===== src/rtl/wts_pkg.sv =====
// Shared definitions for the wave table sound core.
//
// Holds the common datapath widths used by the channel stages and the
// state encoding of the channel mixer sequencer.
package wts_pkg;

    localparam int WAVE_ADDR_W = 7;   // wave RAM address per channel
    localparam int SAMPLE_W    = 8;   // signed wave sample
    localparam int VOLUME_W    = 4;   // unsigned channel volume
    localparam int PRODUCT_W   = 12;  // signed sample x volume
    localparam int CH_INDEX_W  = 3;   // channel index (up to 8 channels)

    typedef enum logic [1:0] {
        ST_IDLE   = 2'd0,
        ST_ISSUE  = 2'd1,
        ST_DRAIN  = 2'd2,
        ST_OUTPUT = 2'd3
    } state_t;

endpackage


===== src/rtl/wts_volume_scaler.sv =====
// Combinational volume stage: signed sample times unsigned volume.
//
// Ports:
//   sample  in  SAMPLE_W   signed wave sample
//   volume  in  VOLUME_W   unsigned volume 0..15
//   enable  in  1          channel enable; product forced to 0 when low
//   product out PRODUCT_W  signed product, range -1920..+1905
module wts_volume_scaler
    import wts_pkg::*;
(
    input  logic signed [SAMPLE_W-1:0]  sample,
    input  logic        [VOLUME_W-1:0]  volume,
    input  logic                        enable,
    output logic signed [PRODUCT_W-1:0] product
);

    // One spare bit so the zero-extended volume multiplies as signed.
    logic signed [SAMPLE_W+VOLUME_W:0] full_product;

    always_comb begin
        full_product = sample * $signed({1'b0, volume});
        product      = enable ? full_product[PRODUCT_W-1:0] : '0;
    end

endmodule


===== src/rtl/wts_channel_mixer.sv =====
// Channel mixer: on each active pulse, snapshot every channel's wave
// address, volume and enable, read one sample per channel from the shared
// wave RAM, scale by volume and sum into one signed mix sample.
//
// Ports:
//   clk              in   system clock
//   nreset           in   asynchronous active-low reset
//   active           in   one-clk timing pulse that starts a mix
//   ch_wave_address  in   7 bits per channel, channel k at [7k+6:7k]
//   reg_volume       in   4 bits per channel
//   reg_enable       in   1 bit per channel
//   sram_rd          out  wave RAM read strobe
//   sram_address     out  {channel index, wave address}
//   sram_rdata       in   signed sample, valid 1 clk after sram_rd
//   mix_out          out  signed mix, holds between updates
//   mix_valid        out  one-clk pulse after mix_out updates
//   overrun          out  one-clk pulse when active arrives while busy
module wts_channel_mixer
    import wts_pkg::*;
#(
    parameter int CHANNELS = 5,
    parameter int OUT_W    = 12 + $clog2(CHANNELS)
) (
    input  logic                                clk,
    input  logic                                nreset,
    input  logic                                active,
    input  logic [WAVE_ADDR_W*CHANNELS-1:0]     ch_wave_address,
    input  logic [VOLUME_W*CHANNELS-1:0]        reg_volume,
    input  logic [CHANNELS-1:0]                 reg_enable,
    output logic                                sram_rd,
    output logic [CH_INDEX_W+WAVE_ADDR_W-1:0]   sram_address,
    input  logic [SAMPLE_W-1:0]                 sram_rdata,
    output logic signed [OUT_W-1:0]             mix_out,
    output logic                                mix_valid,
    output logic                                overrun
);

    localparam logic [CH_INDEX_W-1:0] LAST_CH = CH_INDEX_W'(CHANNELS - 1);

    state_t                              state_q, state_d;
    logic [CH_INDEX_W-1:0]               cnt_q, cnt_d;
    logic [WAVE_ADDR_W*CHANNELS-1:0]     snap_addr_q, snap_addr_d;
    logic [VOLUME_W*CHANNELS-1:0]        snap_vol_q, snap_vol_d;
    logic [CHANNELS-1:0]                 snap_en_q, snap_en_d;
    logic signed [OUT_W-1:0]             acc_q, acc_d;
    logic signed [OUT_W-1:0]             mix_q, mix_d;
    logic                                rd_q, rd_d;
    logic [CH_INDEX_W+WAVE_ADDR_W-1:0]   addr_q, addr_d;
    logic                                ovr_q, ovr_d;

    // The sample arriving now belongs to the channel issued last cycle:
    // cnt-1 while issuing, the last channel while draining.
    logic [CH_INDEX_W-1:0]               prod_idx;
    logic [CH_INDEX_W-1:0]               next_idx;
    logic signed [PRODUCT_W-1:0]         product;
    logic signed [OUT_W-1:0]             product_ext;

    always_comb begin
        prod_idx = (state_q == ST_DRAIN) ? LAST_CH : cnt_q - 1'b1;
        // Saturate at the last channel so the part select never leaves range.
        next_idx = (cnt_q == LAST_CH) ? cnt_q : cnt_q + 1'b1;
    end

    wts_volume_scaler u_scaler (
        .sample  ($signed(sram_rdata)),
        .volume  (snap_vol_q[prod_idx*VOLUME_W +: VOLUME_W]),
        .enable  (snap_en_q[prod_idx]),
        .product (product)
    );

    assign product_ext = {{(OUT_W-PRODUCT_W){product[PRODUCT_W-1]}}, product};

    always_comb begin
        state_d     = state_q;
        cnt_d       = cnt_q;
        snap_addr_d = snap_addr_q;
        snap_vol_d  = snap_vol_q;
        snap_en_d   = snap_en_q;
        acc_d       = acc_q;
        mix_d       = mix_q;
        rd_d        = 1'b0;
        addr_d      = addr_q;
        ovr_d       = active && (state_q != ST_IDLE);

        case (state_q)
            ST_IDLE: begin
                if (active) begin
                    snap_addr_d = ch_wave_address;
                    snap_vol_d  = reg_volume;
                    snap_en_d   = reg_enable;
                    acc_d       = '0;
                    cnt_d       = '0;
                    // Channel 0 is issued straight from the live inputs,
                    // which equal the values being snapshotted this edge.
                    rd_d        = 1'b1;
                    addr_d      = {CH_INDEX_W'(0), ch_wave_address[WAVE_ADDR_W-1:0]};
                    state_d     = ST_ISSUE;
                end
            end
            ST_ISSUE: begin
                if (cnt_q != '0) begin
                    acc_d = acc_q + product_ext;
                end
                if (cnt_q == LAST_CH) begin
                    state_d = ST_DRAIN;
                end else begin
                    cnt_d  = next_idx;
                    rd_d   = 1'b1;
                    addr_d = {next_idx, snap_addr_q[next_idx*WAVE_ADDR_W +: WAVE_ADDR_W]};
                end
            end
            ST_DRAIN: begin
                mix_d   = acc_q + product_ext;
                state_d = ST_OUTPUT;
            end
            default: begin
                state_d = ST_IDLE;
            end
        endcase
    end

    always_ff @(posedge clk or negedge nreset) begin
        if (!nreset) begin
            state_q     <= ST_IDLE;
            cnt_q       <= '0;
            snap_addr_q <= '0;
            snap_vol_q  <= '0;
            snap_en_q   <= '0;
            acc_q       <= '0;
            mix_q       <= '0;
            rd_q        <= 1'b0;
            addr_q      <= '0;
            ovr_q       <= 1'b0;
        end else begin
            state_q     <= state_d;
            cnt_q       <= cnt_d;
            snap_addr_q <= snap_addr_d;
            snap_vol_q  <= snap_vol_d;
            snap_en_q   <= snap_en_d;
            acc_q       <= acc_d;
            mix_q       <= mix_d;
            rd_q        <= rd_d;
            addr_q      <= addr_d;
            ovr_q       <= ovr_d;
        end
    end

    assign sram_rd      = rd_q;
    assign sram_address = addr_q;
    assign mix_out      = mix_q;
    assign mix_valid    = (state_q == ST_OUTPUT);
    assign overrun      = ovr_q;

endmodule

===== config.mk =====
export PLATFORM = sky130hd
export DESIGN_NAME = wts_channel_mixer
export DESIGN_NICKNAME = d
export VERILOG_FILES = /design/src/rtl/wts_pkg.sv /design/src/rtl/wts_volume_scaler.sv /design/src/rtl/wts_channel_mixer.sv
export SDC_FILE = /design/constraint.sdc
export NUM_CORES = 1
export LEC_CHECK = 0
export ABC_AREA = 1
export CORE_ASPECT_RATIO = 1.2
export CORE_MARGIN = 3
export CORE_UTILIZATION = 30
export CTS_CLUSTER_DIAMETER = 40
export CTS_CLUSTER_SIZE = 16
export DETAILED_ROUTE_END_ITERATION = 10
export PLACE_DENSITY = 0.56
export SETUP_SLACK_MARGIN = 0.4
export SLEW_MARGIN = 10
export SYNTH_ARGS = -nofsm -noshare
export SYNTH_HDL_FRONTEND = slang
export SYNTH_SLANG_ARGS = --single-unit

===== constraint.sdc =====
create_clock -name clk -period 11.25 [get_ports clk]
set_input_delay 3.375 -clock clk [delete_from_list [all_inputs] [get_ports clk]]
set_output_delay 3.375 -clock clk [all_outputs]
set_load 0.01 [all_outputs]

Yosys cells after proc, flatten, opt, wreduce, memory -nomap -nowiden --
Cells that the tools add are included.
Storage, ports and cells: output and inout bits 28, bits in registers 107, logic and storage cells 55, input port bits 71
Operators by class: shift-type cells 2, order comparisons 1, multiply operators 2, eq/ne operators 8, reductions and logical operators 9, add/subtract/negate cells 3, muxes and demuxes 20
Operators by type and width (count):
- indexed part select 35 x 7 -> 7 bit | 1
- two-way mux 15 bit | 2
- one-hot mux 15 bit (2 select lines) | 1
- two-way mux 10 bit | 2
- one-hot mux 10 bit (2 select lines) | 1
- indexed part select 20 x 6 -> 4 bit | 1
- adder 15 x 12 -> 15 bit | 1
- multiplier 8 x 5 -> 12 bit | 1
- two-way mux 12 bit | 1
- two-way mux 3 bit | 4
- inequality test 2 bit (second input constant) | 4
- multiplier 3 x 3 -> 6 bit (second input constant) | 1
- one-hot mux 2 bit (3 select lines) | 1
- one-hot mux 3 bit (2 select lines) | 1
- AND reduction 3 bit | 2
- == test 2 bit (second input constant) | 2
- less-than comparator 3 x 4 -> 1 bit (second input constant) | 1
- two-way mux 2 bit | 2
- AND reduction 2 bit | 2
- nonzero test 2 bit | 2
- adder 3 x 1 -> 3 bit (second input constant) | 1
- binary-select mux 1 bit (select 3 bit) | 1
- == test 3 bit (second input constant) | 1
- two-way mux 1 bit | 3
- other kinds (6) | 6

Logic depth before layout (Yosys ltp) --
Gate-level depths: netlist of the first run.
depth after elaboration 8, gate-level depth with buffers 39

By module --
A second synthesis of the first run with hierarchy kept.
Unflattened totals: cells, all modules 864, area total of the unflattened synthesis 6939.2 sq um
By module, submodules not included:
- wts_channel_mixer | sequential area each 2602.5 sq um, instances 1, cells an instance 640, area each 5572.8 sq um
- wts_volume_scaler | sequential area each 0.0 sq um, instances 1, cells an instance 224, area each 1366.3 sq um

Worst setup path before layout of the first run --
No wires, ideal clock.
path kind input -> register, from input sram_rdata[4], to register acc_q[14], path buffers 0, library setup time 0.118 ns, cell stages on the path 29, data arrival time 7.418 ns, slack 3.715 ns, cells stage by stage inv_1 -> nor2_1 -> ha_1 -> fa_1 -> inv_1 -> fa_1 -> inv_1 -> ha_1 -> a21oi_1 -> nand2_1 -> a21oi_1 -> nor2_1 -> o21ai_0 -> nand2_1 -> o21ai_0 -> a21oi_1 -> ha_1 -> nand2_1 -> nor3_1 -> nand3_1 -> o2111a_1 -> inv_1 -> nand2_1 -> nor2_4 -> nand2_1 -> nand3_1 -> nand2_1 -> nand3_1 -> nand2_1
On the way: word-level cells in the longest chain between the ends 5
RTL lines:
- start, declared | line wts_channel_mixer.sv:32 | input logic [SAMPLE_W-1:0] sram_rdata,
- multiplier 8 x 5 -> 12 bit | line wts_volume_scaler.sv:21 | full_product = sample * $signed({1'b0, volume});
- two-way mux 12 bit | line wts_volume_scaler.sv:22 | product = enable ? full_product[PRODUCT_W-1:0] : '0;
- adder 15 x 12 -> 15 bit | line wts_channel_mixer.sv:102 | acc_d = acc_q + product_ext;
- two-way mux 15 bit | line wts_channel_mixer.sv:101 | if (cnt_q != '0) begin
- one-hot mux 15 bit (2 select lines) | line wts_channel_mixer.sv:85 | case (state_q)
- end signal, assigned | line wts_channel_mixer.sv:129 | acc_q <= '0;
- end signal, assigned | line wts_channel_mixer.sv:140 | acc_q <= acc_d;
- end, declared | line wts_channel_mixer.sv:45 | logic signed [OUT_W-1:0] acc_q, acc_d;
Every way passes these cells. The select of a mux whose other input is x is not followed. A chain may end at the register's enable or synchronous reset.

Worst setup path after layout of the first run --
from input sram_rdata[3], to register acc_q[14]
Same word-level chain as after synthesis.

==> run_results.csv, run 1 <==
group,metric,value,unit
run_status,status,"finished, final reports clean",
power_and_ir_drop,p_leak,3.795,nW
logic_synthesis,synth_top_area_frac,0.4009,
power_and_ir_drop,vdd_drop_max,0.09976,mV
detailed_routing,wl_per_cell,14.56,µm
critical_path,crit_path_start_kind,"input port",
critical_path,cp.buffers_inverters,5,
detailed_routing,drt_first_iter_violations,187,
floorplanning,die_height,167.1,µm
power_and_ir_drop,powerDensity,279.2,mW/mm²
floorplanning,rows,58,
logic_synthesis,syn-num-nets,854,
timing,finalSetupViolCount,0,
floorplanning,die-area,0.02345,mm²
logic_synthesis,synth-async-reset-ratio,1.000,
cells_and_area,drive_above_1_share,0.1299,
logic_synthesis,synth_area_leader_cell,"dfrtp_1",
logic_synthesis,yosysWarnings,0,
logic_synthesis,synth-compound-area-share,0.09946,
detailed_routing,vias,5130,
critical_path,cp.arrival,8.24,ns
logic_synthesis,synth_seq_cells,104,
cts,numCtsBuffers,9,
global_route,grtUsageTotal,0.1403,
logic_synthesis,synthDistinctLibCells,38,
place,hpwlAfterDp,12100,µm
worst_hold_path,hp-class,"reg2reg",
critical_path,worstReg2RegEnd,"acc_q[14]",
critical_path,worst_ep_required_time,11.49,ns
timing,fmax,125.1,MHz
global_route,gr-usage-met1,0.1676,
detailed_routing,drc_errors,0,
logic_synthesis,synthXorXnorAreaFrac,0.02159,
global_route,overflow,0,
cts,clk_pin_slew_worst_paths,0.08,ns
cells_and_area,multiInputGateArea,0.003458,mm²
timing,period_share,0.7107,
logic_synthesis,ys_seq_area_frac,0.4009,
place,gp_congestion,0.8400,
cells_and_area,syn2layout_area_growth,24.23,%
cells_and_area,antenna_cells,0,
worst_hold_path,hold_path_startpoint,"mix_out[0]",
critical_path,rr_startpoint,"cnt_q[0]",
logic_synthesis,synth_mux_area_frac,0.1041,
logic_synthesis,synth_area_leaders,"dfrtp_1 (40%), mux2_2 (10%), nand2_1 (7.6%)",
cts,cts-resized-gates,0,
logic_synthesis,avgSynthCellArea,8.929,µm²
power_and_ir_drop,switchingPower,1.009,mW
global_route,grt_pass1_vias,5304,
timing,rsz0062_at_grt,"false",
cts,cts_tree,"done",
cts,cts_setup_buffers,0,
detailed_routing,ant_nets,0,
critical_path,r2r_slack,4.45,ns
timing,slew_headroom,0.3452,
power_and_ir_drop,p_clk_frac,0.151,
cells_and_area,fillers,2178,
global_route,grt.busiest_layer,"met2",
power_and_ir_drop,total_power,2.252,mW
worst_hold_path,min_to,"mix_out[0]",
power_and_ir_drop,swShare,0.4480,
critical_path,path_max_fanout,4,
logic_synthesis,yosysMostFrequentCell,"nand2_1",
cts,ctsHoldBuffers,0,
critical_path,cp_common_cell,"nand2_1",
cts,clock_path_buffers,2,
logic_synthesis,ys_dominant_reg_cell,"dfrtp_1",
logic_synthesis,syn_inst,727,
power_and_ir_drop,p_comb_frac,0.569,
floorplanning,fp.dieW,140.3,µm
global_route,grt_pass1_wl,26810,µm
timing,slew_viol_final,0,
critical_path,critPathTopFamily,"adder cells",
cells_and_area,fin_nets,946,
floorplanning,start_util,0.3074,
cts,root_buffer,"clkbuf_16",
worst_hold_path,min_path_cells,2,
logic_synthesis,synth-simple-area-share,0.1796,
critical_path,slowest_delay,0.54,ns
timing,clock_skew,0.009678,ns
global_route,antenna_found_initial,0,
global_route,use_met2,0.2517,
timing,final.min_clock_period,7.995,ns
place,port-buffer-count,98,
logic_synthesis,synth_edf_count,0,
cts,ctsHtreeMaxLevel,3,
logic_synthesis,synth_top_family_by_area,"simple AND/OR/NAND/NOR gates",
timing,tightest_slew,0.9821,ns
global_route,grt_start_max_net_pins,75,
logic_synthesis,synthTopCellsByCount,"nand2_1 (131), dfrtp_1 (104), inv_1 (89)",
cells_and_area,utilization,0.3819,
detailed_routing,drt_pass1_iterations,6,
floorplanning,pin_count,99,
critical_path,crit_slowest_cell,"fa_1",
flow_run,maxCapViolations,0,
power_and_ir_drop,intPower,1.243,mW
detailed_routing,via_per_inst,4.689,
critical_path,criticalPathCategory,"in2reg",
critical_path,endpoint_kind,"register",
global_route,grt_util_met3,0.04056,
logic_synthesis,netlist_area,0.006491,mm²
cts,clock_sinks,104,
timing,tns,0,ns
power_and_ir_drop,seqPwrFrac,0.280,
logic_synthesis,synth_fa_ha_area_frac,0.1276,
critical_path,rr_worst_depth,38,
floorplanning,coreArea,0.02112,mm²
cells_and_area,seq_area,0.002603,mm²
timing,whs,0.4790,ns
timing,hold_viol,0,
cts,clock_latency,0.35,ns
detailed_routing,routed_wl,15930,µm
## cells in the final DEF (no fill, tap or decap), types with 2 or more instances in the layout
cell             instances
nor3_1                   4
nand2_4                  2
o221ai_1                 7
clkdlybuf4s50_1         97
nor2_1                  65
nand3_1                 41
fa_1                    17
o21ai_0                 51
nand2_1                130
nand3_2                  2
inv_1                   89
inv_2                    3
mux2_2                  60
o21bai_1                 7
o21ai_1                  3
clkbuf_16                9
a21o_1                   2
a21oi_1                 34
dfrtp_1                104
nand2_2                 14
ha_1                    39
buf_4                    4
a221o_1                  2
nor2_4                   4
o22ai_1                  2
inv_6                    2
inv_8                    2
xnor2_1                  3
xor2_1                  13
## power groups by stage
stage / sequential (mW) / clock (mW) / combinational (mW)
floorplan: 0.619 / 0 / 0.929
global placement: 0.633 / 0 / 1.30
detailed placement: 0.637 / 0 / 1.31
CTS: 0.631 / 0.353 / 1.31
global route: 0.650 / 0.363 / 1.49
finish: 0.630 / 0.340 / 1.28
## worst max path at each step
stage	startpoint	endpoint	slack [ns]	depth (start not counted)
floorplan	sram_rdata[4]	acc_q[14]	3.71	29
global placement	sram_rdata[4]	mix_out[14]	2.99	30
detailed placement	sram_rdata[3]	acc_q[14]	2.93	30
CTS	sram_rdata[3]	acc_q[14]	3.28	30
global route	sram_rdata[2]	mix_out[14]	2.81	32
finish	sram_rdata[3]	acc_q[14]	3.26	30
## flip-flops by register name, indices dropped and copies added, names as in the netlist
register	cells
snap_addr_q	35
snap_vol_q	20
acc_q	15
mix_out	15
sram_address	7
snap_en_q	5
cnt_q	3
state_q	2
overrun	1
sram_rd	1
## kinds of logic (layout without fill, tap and decap cells)
kind of cell             Yosys count  count (layout)
AO/OA/AOI/OAI                    113             113
multiplexers                      60              60
buffers and inverters            112             209
XOR/XNOR                          16              16
adder cells (fa/ha/maj)           56              56
flip-flops                       104             104
AND/OR/NAND/NOR                  266             266
## final cells by class
| type | count | area share |
|---|---|---|
| Inverter | 92 | 0.04282 |
| Timing Repair Buffer | 101 | 0.1241 |
| Tap cell | 270 | 0.04189 |
| Sequential cell | 104 | 0.3227 |
| Clock buffer | 9 | 0.02793 |
| Multi-Input combinational cell | 511 | 0.4289 |
| Clock inverter | 7 | 0.01164 |
## tightest hold or removal path: stages, from the launching register on
cell and delay [ns]:
dfrtp_1 0.35, nand2_1 0.05, nand2_1 0.05
## metrics by stage
stage / std cells / cell area (µm²) / setup WS (ns)
6_report: 1094 / 8064 / 3.255
5_1_grt: 1094 / 8064 / 2.807
4_1_cts: 1094 / 8064 / 3.280
3_5_place_dp: 1078 / 7745 / 2.927
3_3_place_gp: 1078 / 7745 / 2.987
2_1_floorplan: 727 / 6491 / 3.715
## per-layer routing
layer  up-vias  wire length (µm)
met5         -                 0
met4         0               132
met3         9               943
met2        98              8171
met1      2455              6680
li1       2568                 -
No activity file was read; power rests on OpenSTA's default activity.
==> run 2: changes to the inputs <==
PLACE_DENSITY = 0.58   (was 0.56)
clock period = 6.8 ns   (was 11.25 ns; I/O delays follow)
==> run 2 against run 1 <==
Hold slack worse by 0.0062 ns. Clock power is 45% higher. Wire length is 1.7% higher. Combinational power is 80% higher. Largest power group unchanged. Cell count is 2.1% higher. Critical endpoint is now mix_out[14].
==> run_results.csv, run 2 (synthesis results as in run 1) <==
group,metric,value,unit
run_status,status,"finished, final reports clean",
global_route,grt_pass1_wl,26630,µm
cts,clock_latency,0.35,ns
cells_and_area,mostFrequentLayoutCell,"nand2_1",
critical_path,worst_ep_required_time,7.04,ns
place,port-buffer-count,98,
timing,tightest_slew,0.8031,ns
critical_path,slowest_delay,0.51,ns
critical_path,endpoint_kind,"register",
cells_and_area,largest_register_ffs,35,
cells_and_area,multiInputGateArea,0.003587,mm²
detailed_routing,routed_wl,16200,µm
detailed_routing,wl_per_cell,14.50,µm
cells_and_area,seq_area,0.002603,mm²
power_and_ir_drop,total_power,3.842,mW
floorplanning,die-area,0.02345,mm²
global_route,overflow,0,
floorplanning,fp.dieW,140.3,µm
timing,period_share,0.9045,
cells_and_area,final_cell_mix,"nand2_1 (125), dfrtp_1 (104), clkdlybuf4s50_1 (93), inv_1 (79), mux2_2 (60)",
global_route,grt_start_max_net_pins,62,
power_and_ir_drop,powerDensity,460.7,mW/mm²
floorplanning,start_util,0.3074,
timing,slew_viol_final,0,
detailed_routing,vias,5220,
detailed_routing,drt_pass1_iterations,4,
floorplanning,pin_count,99,
place,hpwlAfterDp,12250,µm
global_route,grt_pass1_vias,5328,
critical_path,cp.arrival,6.39,ns
place,placed_cell_area,0.007858,mm²
place,dpl_worst_slack,-0.02441,ns
cts,cts_tree,"done",
critical_path,crit_slowest_cell,"fa_1",
place,place_inst,1093,
cts,ctsHtreeMaxLevel,3,
timing,fin_ws,0.6492,ns
cells_and_area,final_area,0.008341,mm²
timing,final.min_clock_period,6.151,ns
critical_path,crit_path_start_kind,"input port",
cts,clock_sinks,104,
detailed_routing,via_per_inst,4.673,
timing,slew_headroom,0.4646,
cells_and_area,fin_nets,970,
detailed_routing,drc_errors,0,
timing,fmax,162.6,MHz
critical_path,cp.buffers_inverters,6,
place,gp_congestion,0.8394,
cells_and_area,final-instance-count-excl-fill,1117,
critical_path,criticalPathCategory,"in2reg",
cells_and_area,syn2layout_area_growth,28.49,%
cells_and_area,top_register,"snap_addr_q",
critical_path,r2r_slack,0.86,ns
global_route,antenna_found_initial,0,
detailed_routing,ant_nets,0,
worst_hold_path,hp-class,"reg2reg",
cts,clk_pin_slew_worst_paths,0.07,ns
critical_path,critPathTopFamily,"adder cells",
global_route,grtUsageTotal,0.1404,
detailed_routing,drt_first_iter_violations,197,
floorplanning,rows,58,
power_and_ir_drop,vdd_drop_max,0.2572,mV
flow_run,maxCapViolations,0,
timing,tns,0,ns
power_and_ir_drop,p_leak,3.946,nW
timing,hold_viol,0,
cells_and_area,fillers,2126,
cells_and_area,drive_above_1_share,0.1995,
critical_path,path_max_fanout,5,
cts,numCtsBuffers,9,
floorplanning,coreArea,0.02112,mm²
timing,rsz0062_at_grt,"false",
cts,root_buffer,"clkbuf_16",
cells_and_area,reg_top3,"snap_addr_q: 35 flops, snap_vol_q: 20 flops",
floorplanning,die_height,167.1,µm
cells_and_area,antenna_cells,0,
cts,clock_path_buffers,2,
timing,clock_skew,0.009707,ns
timing,finalSetupViolCount,0,
## run 2: changes by cell type in the layout (fill, tap and decap cells not counted), sizes merged
cell,change
buf,+24
bufinv,-1
clkdlybuf4s50,-4
clkinv,+1
clkinvlp,+1
dlymetal6s2s,+4
inv,-2
## run 2: layout make-up
cell class	count	share of cell area
clock inverter	6	0.006151
inverter	92	0.04140
sequential	104	0.3120
clock buffer	9	0.02700
multi-input combinational	511	0.4301
tap	270	0.04050
timing repair buffer	125	0.1428
## run 2: layer usage
metal,global-route usage,routed length [µm],vias up
li1,-,-,2616
met3,0.04027,869,11
met1,0.1673,6749,2504
met4,0.02908,214,0
met5,0,0,-
met2,0.2513,8363,89
## run 2: tightest hold or removal path, stage by stage (launching register included)
cell	delay, ns
dfrtp_1	0.34
nand2_1	0.05
nand2_1	0.05
## run 2: final timing paths
check | from | endpoint | depth (start not counted)
worst max register to register | cnt_q[0] | mix_out[14] | 37
worst min-delay path | mix_out[0] | mix_out[0] | 2
max in group asynchronous | nreset | snap_addr_q[6] | 2
worst max-delay path | sram_rdata[0] | mix_out[14] | 31
min in group asynchronous | nreset | snap_en_q[1] | 1
worst min register to register | mix_out[0] | mix_out[0] | 2
## run 2: metrics by stage
step / util / hold slack (ns)
after floorplan: - / 0.4594
after global placement: 0.3721 / 0.4634
after detailed placement: 0.3721 / 0.4622
after CTS: 0.3862 / 0.4806
after global routing: 0.3950 / 0.4947
final: 0.3950 / 0.4728
## run 2: where the power goes
part | switching (mW) | total [mW] | internal, mW | leakage [nW]
logic | 1.33 | 2.31 | 0.978 | 2.51
registers | 0.145 | 1.04 | 0.891 | 1.30
clock network | 0.242 | 0.494 | 0.252 | 0.132
## run 2: repair_timing
item                                    CTS  global route
hold buffers                              0             0
setup buffers                             0             9
pin swaps                                 0            35
gates cloned                              0             0
gates resized for setup                   3            46
endpoints found under the setup margin    3            14
endpoints found under the hold margin     0             0
